==> src/rtl/lr35902_map_pkg.sv <==
// Shared constants and helpers for the LR35902 memory map and MBC1 bank logic.
package lr35902_map_pkg;

    // CPU-visible region boundaries (inclusive).
    localparam logic [15:0] ROM0_BASE = 16'h0000;
    localparam logic [15:0] ROM0_LAST = 16'h3FFF;
    localparam logic [15:0] ROMX_BASE = 16'h4000;
    localparam logic [15:0] ROMX_LAST = 16'h7FFF;
    localparam logic [15:0] VRAM_BASE = 16'h8000;
    localparam logic [15:0] VRAM_LAST = 16'h9FFF;
    localparam logic [15:0] XRAM_BASE = 16'hA000;
    localparam logic [15:0] XRAM_LAST = 16'hBFFF;
    localparam logic [15:0] WRAM_BASE = 16'hC000;
    localparam logic [15:0] WRAM_LAST = 16'hDFFF;
    localparam logic [15:0] ECHO_BASE = 16'hE000;
    localparam logic [15:0] ECHO_LAST = 16'hFDFF;
    localparam logic [15:0] OAM_BASE  = 16'hFE00;
    localparam logic [15:0] OAM_LAST  = 16'hFEFF;
    localparam logic [15:0] IO_BASE   = 16'hFF00;
    localparam logic [15:0] IO_LAST   = 16'hFFFF;

    // Mapper control registers living in the IO page.
    localparam logic [15:0] REG_BOOT = 16'hFF50;
    localparam logic [15:0] REG_SVBK = 16'hFF70;

    // Low nibble that enables cartridge RAM.
    localparam logic [3:0] RAM_EN_MAGIC = 4'hA;

    // MBC1 register selected by adr[14:13] of a write into 0x0000-0x7FFF.
    typedef enum logic [1:0] {
        MBC_RAMEN = 2'd0,
        MBC_BANK1 = 2'd1,
        MBC_BANK2 = 2'd2,
        MBC_MODE  = 2'd3
    } mbc_reg_e;

    function automatic logic in_region(input logic [15:0] a,
                                       input logic [15:0] base,
                                       input logic [15:0] last);
        return (a >= base) && (a <= last);
    endfunction

endpackage

==> src/rtl/lr35902_mbc1_regs.sv <==
// MBC1 register file (RAM enable, BANK1, BANK2, mode) and the ROM/XRAM bank
// translation that turns a CPU address into a physical cartridge address.
module lr35902_mbc1_regs
    import lr35902_map_pkg::*;
#(
    parameter int ROM_BANK_W  = 7,
    parameter int XRAM_BANK_W = 2
) (
    input  logic                     clk,
    input  logic                     reset,
    input  logic [15:0]              adr,
    input  logic [4:0]               din,
    input  logic                     wr,
    output logic                     ram_en,
    output logic [ROM_BANK_W+13:0]   rom_adr,
    output logic [XRAM_BANK_W+12:0]  xram_adr
);

    logic       ram_en_q, ram_en_d;
    logic [4:0] bank1_q, bank1_d;
    logic [1:0] bank2_q, bank2_d;
    logic       mode_q, mode_d;

    logic [4:0]  b1eff;
    logic [20:0] rom_full;
    logic [14:0] xram_full;

    // Next-state for the MBC registers: writes anywhere in 0x0000-0x7FFF.
    always_comb begin
        // NOTE: every _d starts as its _q so no path through this block leaves a latch.
        ram_en_d = ram_en_q;
        bank1_d  = bank1_q;
        bank2_d  = bank2_q;
        mode_d   = mode_q;
        if (wr && (in_region(adr, ROM0_BASE, ROM0_LAST) || in_region(adr, ROMX_BASE, ROMX_LAST))) begin
            case (mbc_reg_e'(adr[14:13]))
                MBC_RAMEN: ram_en_d = (din[3:0] == RAM_EN_MAGIC);
                MBC_BANK1: bank1_d  = din[4:0];
                MBC_BANK2: bank2_d  = din[1:0];
                MBC_MODE:  mode_d   = din[0];
            endcase
        end
    end

    // Register update with synchronous active-low reset; reset beats a write.
    always_ff @(posedge clk) begin
        // NOTE: state is only ever assigned with <=; the reset is synchronous, so it is simply the first branch.
        if (!reset) begin
            ram_en_q <= 1'b0;
            bank1_q  <= 5'd0;
            bank2_q  <= 2'd0;
            mode_q   <= 1'b0;
        end else begin
            ram_en_q <= ram_en_d;
            bank1_q  <= bank1_d;
            bank2_q  <= bank2_d;
            mode_q   <= mode_d;
        end
    end

    // Bank translation: build full-width addresses, then drop unused bank bits.
    always_comb begin
        // Only BANK1 == 0 is remapped, so 0x20/0x40/0x60 still land on 0x21/0x41/0x61.
        b1eff = (bank1_q == 5'd0) ? 5'd1 : bank1_q;
        if (adr[14]) begin
            rom_full = {bank2_q, b1eff, adr[13:0]};
        end else if (mode_q) begin
            rom_full = {bank2_q, 5'd0, adr[13:0]};
        end else begin
            rom_full = {7'd0, adr[13:0]};
        end
        xram_full = {(mode_q ? bank2_q : 2'b00), adr[12:0]};
    end

    assign ram_en   = ram_en_q;
    assign rom_adr  = rom_full[ROM_BANK_W+13:0];
    assign xram_adr = xram_full[XRAM_BANK_W+12:0];

endmodule

==> src/rtl/lr35902_mbc_map.sv <==
// LR35902 address map: chip-select decode, boot-ROM disable latch, optional
// CGB WRAM bank register, and the MBC1 bank registers via lr35902_mbc1_regs.
module lr35902_mbc_map
    import lr35902_map_pkg::*;
#(
    parameter int ROM_BANK_W  = 7,
    parameter int XRAM_BANK_W = 2,
    parameter int WRAM_BANK_W = 3,
    parameter int CGB         = 0,
    localparam int WRAM_ADR_W = (CGB != 0) ? WRAM_BANK_W + 12 : 13
) (
    input  logic                     clk,
    input  logic                     reset,
    input  logic [15:0]              adr,
    input  logic [7:0]               din,
    input  logic                     wr,
    output logic                     brom_en,
    output logic                     cs_brom,
    output logic                     cs_rom,
    output logic                     cs_xram,
    output logic                     cs_vram,
    output logic                     cs_wram,
    output logic                     cs_oam,
    output logic                     cs_io,
    output logic [ROM_BANK_W+13:0]   rom_adr,
    output logic [XRAM_BANK_W+12:0]  xram_adr,
    output logic [WRAM_ADR_W-1:0]    wram_adr
);

    localparam int WB_W = WRAM_ADR_W - 12;

    logic            brom_en_q, brom_en_d;
    logic            ram_en;
    logic [WB_W-1:0] wram_bank;

    lr35902_mbc1_regs #(
        .ROM_BANK_W  (ROM_BANK_W),
        .XRAM_BANK_W (XRAM_BANK_W)
    ) u_mbc1_regs (
        .clk      (clk),
        .reset    (reset),
        .adr      (adr),
        .din      (din[4:0]),
        .wr       (wr),
        .ram_en   (ram_en),
        .rom_adr  (rom_adr),
        .xram_adr (xram_adr)
    );

    // Boot latch can only be cleared: a non-zero write to 0xFF50 unmaps the boot ROM.
    always_comb begin
        brom_en_d = brom_en_q;
        if (wr && (adr == REG_BOOT) && (din != 8'h00)) begin
            brom_en_d = 1'b0;
        end
    end

    // Boot latch register; only reset brings the boot ROM back.
    always_ff @(posedge clk) begin
        if (!reset) begin
            brom_en_q <= 1'b1;
        end else begin
            brom_en_q <= brom_en_d;
        end
    end

    assign brom_en = brom_en_q;

    generate
        if (CGB != 0) begin : g_svbk
            logic [WRAM_BANK_W-1:0] wbank_q, wbank_d;

            // SVBK write decode.
            always_comb begin
                wbank_d = wbank_q;
                if (wr && (adr == REG_SVBK)) begin
                    wbank_d = din[WRAM_BANK_W-1:0];
                end
            end

            // SVBK register.
            always_ff @(posedge clk) begin
                if (!reset) begin
                    wbank_q <= '0;
                end else begin
                    wbank_q <= wbank_d;
                end
            end

            // Upper 4k window follows SVBK, with bank 0 aliased to bank 1.
            always_comb begin
                wram_bank = '0;
                if (adr[12]) begin
                    wram_bank = (wbank_q == '0) ? WB_W'(1) : wbank_q;
                end
            end
        end else begin : g_no_svbk
            // DMG: 0xC000 window is bank 0, 0xD000 window is bank 1.
            assign wram_bank = adr[12];
        end
    endgenerate

    // Echo region shares the WRAM translation because only adr[12:0] is used.
    assign wram_adr = {wram_bank, adr[11:0]};

    // Prioritised chip-select decode; everything deselected while reset is held.
    always_comb begin
        cs_brom = 1'b0;
        cs_rom  = 1'b0;
        cs_vram = 1'b0;
        cs_xram = 1'b0;
        cs_oam  = 1'b0;
        cs_io   = 1'b0;
        cs_wram = 1'b0;
        if (reset) begin
            if (brom_en_q && (adr[15:8] == 8'h00)) begin
                cs_brom = 1'b1;
            end else if (in_region(adr, ROM0_BASE, ROM0_LAST) || in_region(adr, ROMX_BASE, ROMX_LAST)) begin
                cs_rom = 1'b1;
            end else if (in_region(adr, VRAM_BASE, VRAM_LAST)) begin
                cs_vram = 1'b1;
            end else if (in_region(adr, XRAM_BASE, XRAM_LAST)) begin
                cs_xram = ram_en;
            end else if (in_region(adr, OAM_BASE, OAM_LAST)) begin
                cs_oam = 1'b1;
            end else if (in_region(adr, IO_BASE, IO_LAST)) begin
                cs_io = 1'b1;
            end else if (in_region(adr, WRAM_BASE, WRAM_LAST) || in_region(adr, ECHO_BASE, ECHO_LAST)) begin
                cs_wram = 1'b1;
            end
        end
    end

endmodule

==> config.mk <==
export PLATFORM = sky130hd
export DESIGN_NAME = lr35902_mbc_map
export DESIGN_NICKNAME = d
export VERILOG_FILES = /design/src/rtl/lr35902_map_pkg.sv /design/src/rtl/lr35902_mbc1_regs.sv /design/src/rtl/lr35902_mbc_map.sv
export SDC_FILE = /design/constraint.sdc
export NUM_CORES = 1
export LEC_CHECK = 0
export ABC_AREA = 1
export CAP_MARGIN = 20
export CORE_AREA = 4 4 61 63
export CTS_CLUSTER_DIAMETER = 50
export CTS_CLUSTER_SIZE = 40
export DETAILED_ROUTE_END_ITERATION = 10
export DIE_AREA = 0 0 65 67
export GPL_TIMING_DRIVEN = 0
export PLACE_DENSITY_LB_ADDON = 0.05
export RECOVER_POWER = 25
export SYNTH_ARGS = -nofsm -noshare
export SYNTH_HDL_FRONTEND = slang
export SYNTH_SLANG_ARGS = --single-unit
==> constraint.sdc <==
create_clock -name clk -period 1 [get_ports clk]
set_input_delay 0.15 -clock clk [delete_from_list [all_inputs] [get_ports clk]]
set_output_delay 0.15 -clock clk [all_outputs]
set_load 0.05 [all_outputs]
# Yosys cells after proc, flatten, opt, wreduce, memory -nomap -nowiden
# Cells that the tools add are included.
word_totals:
  reg_bits: 10
  input_bits: 27
  out_inout_bits: 57
  elab_cells: 87
classes:
  magnitude_cmp: 16
  n_eq_ne: 5
  muxes: 39
  n_reduce_logical: 22
op_table:
  columns: ["op", "n"]
  rows:
  - ["$ge A16 B16 Y1 const B", 6]
  - ["$le A16 B16 Y1 const B", 6]
  - ["$mux W21", 2]
  - ["$mux W1", 35]
  - ["$eq A16 B16 Y1 const B", 1]
  - ["$ge A16 B1 Y1 const B", 1]
  - ["$ge A16 B15 Y1 const B", 1]
  - ["$le A16 B14 Y1 const B", 1]
  - ["$le A16 B15 Y1 const B", 1]
  - ["$logic_and A1 B1 Y1", 12]
  - ["$logic_not A8 Y1", 1]
  - ["$reduce_and A2 Y1", 4]
  - ["$reduce_bool A8 Y1", 1]
  - ["$logic_not A5 Y1", 1]
  - ["$mux W5", 1]
  - ["$eq A2 B2 Y1 const B", 2]
  - ["$eq A4 B4 Y1 const B", 1]
  - ["$eq A2 B1 Y1 const B", 1]
  - ["$logic_not A2 Y1", 1]
  - ["$logic_or A1 B1 Y1", 2]
  - ["$mux W2", 1]

# Depth between registers and ports, before layout
logic_depth:
  depth_word: 11
  mapped_depth: 7
  depth_no_buf: 7

# By module
# From an unflattened synthesis, not the netlist that was laid out.
hier_totals:
  cells_unflattened: 185
  area_unflattened_um2: 1082.3
by_module_without_submodules:
  columns: ["mod", "n_inst", "cells_per_inst", "area_per_inst_um2", "seq_area_each_um2"]
  rows:
  - ["lr35902_mbc1_regs", 1, 113, 721.9, 180.2]
  - ["lr35902_mbc_map", 1, 72, 360.3, 20.0]

# Worst setup path after synthesis
# No wires, ideal clock.
synth_timing:
  kind: "reg-to-output"
  startpoint: "register brom_en_q, in the netlist brom_en"
  endpoint: "output cs_brom"
  t_arrival_ns: 1.884
  required_ns: 0.850
  path_slack_ns: -1.034
  stages_incl_launch_ff: 3
  n_path_buf: 0
  cell_sequence: "dfxtp_1 > nand4_1 > nor3_1"
synth_between:
  elab_chain_len: 3
synth_lines:
  columns: ["element", "line", "source"]
  rows:
  - ["start: declaration", "lr35902_mbc_map.sv:32", "logic brom_en_q, brom_en_d;"]
  - ["start signal: assignment", "lr35902_mbc_map.sv:63", "brom_en_q <= brom_en_d;"]
  - ["$logic_and A1 B1 Y1", "lr35902_mbc_map.sv:116", "if (brom_en_q && (adr[15:8] == 8'h00)) begin"]
  - ["$mux W1", "lr35902_mbc_map.sv:116", null]
  - ["$mux W1", "lr35902_mbc_map.sv:115", "if (reset) begin"]
  - ["end: declaration", "lr35902_mbc_map.sv:18", "output logic cs_brom,"]
# Every way passes these cells.

# Worst setup path in the final report
layout_timing:
  startpoint: "register brom_en_q, in the netlist brom_en"
  endpoint: "output brom_en"
layout_lines:
  columns: ["element", "line", "source"]
  rows:
  - ["end: declaration", "lr35902_mbc_map.sv:17", "output logic brom_en,"]
# No word-level cell between the ends.

==> run metrics <==
critical path capture point type output pin; outcome finished with violations; area of the die 4360 um^2; min cycle time layout 1.30 ns; 1st-iter DRT viols 25; Post-synth EDFFs 0; layout cells sized above 1 68.2%; Yosys cell types 18; post-route cell area 2010 um^2; clk buf depth 2; clock buffer count from CTS 3; yosys warns 0; Synth Flop Type dfxtp_1; Worst VDD drop 639 uV; CP max FO 3; die height 67 um; fin. max-slew vios 0; RSZ-0062 raised after global routing true; CP peak stage delay 0.53 ns; Starting Density 29.5%; Detailed Routing Iterations Pass 1 4; Seq/Total Area, Yosys 21.0%; htree depth 1; grt ovf 0; Die Wd 65 um; Placement Cell Area 1930 um^2; Post-Syn Area 955 um^2; # diodes 0; Final setup viols 17; synth-to-layout area growth 111%; Crit Path Class reg2out; Post-Syn Instances 148; vias 1216; HP Start reset; Sink Count 10; row cnt 21; leakage 1.03 nW; Port Buffers 83; Hold Fails Final Rpt 0; hold endpoint u_mbc1_regs.bank2_q[0]$_SDFFE_PN0P_; worst slew pin tran 0.507 ns; type of origin of the critical path register; initial antenna violation count 0; Post-Syn Nets 175; pre-CTS WS -1.26 ns; Worst Path Required 0.85 ns; antenna-violating nets left 0; max-cap viol count 0; synthesis-stage register bit count 10; failing checks setup timing; R2R cell count 3; Tcrit/Tclk final 130%; vias in the first global route 1136; worst-path cell chain dlygate4sd2_1; final WL 3250 um; minimum setup slack among reg-to-reg paths 0.24 ns; Synth Area per Inst 6.45 um^2; Hold Path Stages 3; Via-to-Cell Ratio 4.18; insertion delay to the later sink of the worst-skew pair 0.27 ns; worst clock skew 0 ns; maximum clock rate 768 MHz; drt drc 0; final estimated routing congestion in global placement 0.799; Max-Slew Margin vs Limit 66.4%; Post-synth ARST share 0%; PD cells 811 nW/um^2; Hold WC Path Type in2reg; delay-heaviest family, CP buffers and inverters; worst path buffer plus inverter count 1; pin count of the biggest net entering global routing 10; post-DP HPWL 2580 um; core box area 3230 um^2; Worst EP arrival 1.15 ns; Ports 84; RR Startpoint u_mbc1_regs.bank1_q[4]$_SDFFE_PN0P_; DP Cell Count 277; worst hold margin 0.217 ns; Total GRT Usage 14.9%; Setup TNS -1.91 ns; TritonCTS clock tree built; post-cts hold buffer count 0; clock root buffer clkbuf_4; final std cells w/o fill 291; first-pass GRT wire length 5170 um; Clock transition at path regs 0.07 ns; Worst path slowest cell dlygate4sd2_1; Nets 273; Crit Reg-Reg Endpoint u_mbc1_regs.bank1_q[4]$_SDFFE_PN0P_; routed len/inst 11.2 um; final setup margin -0.302 ns
==> state kept, by name, indices dropped and copies added (netlist names) <==
register	cells
u_mbc1_regs.bank1_q	5
u_mbc1_regs.bank2_q	2
brom_en	1
u_mbc1_regs.mode_q	1
u_mbc1_regs.ram_en	1
==> power breakdown <==
part	switching (W)	internal (W)	total, W
registers	0.0000127	0.000404	0.000417
logic	0.000574	0.000348	0.000921
clock network	0.000138	0.000154	0.000292
total	0.000725	0.000906	0.00163
==> timing repair <==
item                       4_1_cts  5_1_grt
setup buffers                    8        1
gates cloned                     1        0
setup endpoints to repair       67       24
pin swaps                       15       11
resized for setup              381       40
==> synthesized netlist by cell type (2+ instances only) <==
library cell,count,area [um^2]
nand4_1,4,25.0
nor2_1,27,101
nand2_2,2,12.5
inv_1,15,56.3
o21a_1,2,15.0
nand3_1,4,20.0
nand2_1,15,56.3
buf_4,42,315
o21ai_1,9,45.0
nor3_1,3,15.0
inv_2,3,11.3
a21oi_1,7,35.0
dfxtp_1,10,200
==> how the worst max path moves through the flow <==
stage	from	end	cells past startpoint
final	brom_en$_SDFFE_PN1P_	brom_en	1
after global routing	brom_en$_SDFFE_PN1P_	cs_rom	4
after CTS	brom_en$_SDFFE_PN1P_	cs_rom	4
after detailed placement	adr[13]	cs_brom	5
after global placement	adr[13]	cs_brom	5
after floorplan	brom_en$_SDFFE_PN1P_	cs_brom	2
==> kinds of logic after synthesis <==
logic type             count (synthesis)  share of synthesized area (%)
DFF                                   10                           21.0
AOI/OAI and AO/OA                     18                           9.96
buffers and inverters                 60                           40.1
and+or+nand+nor                       60                           29.0
==> final cells by class <==
class | count | area, um^2
Multi-Input combinational cell | 78 | 513
Tap cell | 46 | 57.6
Timing Repair Buffer | 93 | 801
Buffer | 42 | 323
Fill cell | 312 | 1220
Clock buffer | 4 | 26.3
Inverter | 18 | 70.1
Sequential cell | 10 | 220
==> layout by cell type (no fill, tap or decap), types with 2 or more instances in the layout <==
cell type	synthesis	final
a21oi_1	7	6
buf_2	0	26
buf_4	42	48
buf_6	0	16
buf_8	0	9
clkbuf_2	0	6
clkbuf_4	0	7
clkdlybuf4s15_2	0	8
clkdlybuf4s50_1	0	7
dfxtp_1	10	2
dfxtp_2	0	4
dfxtp_4	0	4
dlygate4sd2_1	0	10
inv_1	15	7
inv_2	3	10
nand2_1	15	7
nand2_2	2	9
nand3_1	4	3
nand4_1	4	4
nor2_1	27	19
nor2_2	1	3
nor2_4	1	7
nor3_4	0	3
o21a_1	2	2
o21ai_1	9	8
==> through the flow <==
step | power [W] | utilization [%]
floorplan | 0.00102 | -
global placement | 0.00136 | 59.7
detailed placement | 0.00136 | 59.7
CTS | 0.00164 | 61.4
global route | 0.00172 | 62.2
finish | 0.00163 | 62.2
==> routing by layer <==
layer	GRT usage (%)	routed length (um)	part of all wire [%]	up-vias
met5	0	0	0	-
met4	3.96	11	0.34	0
met1	16.5	1250	38	538
li1	-	-	-	625
met3	3.71	247	7.6	2
met2	28.0	1740	54	51
(Power assumes the default switching activity.)
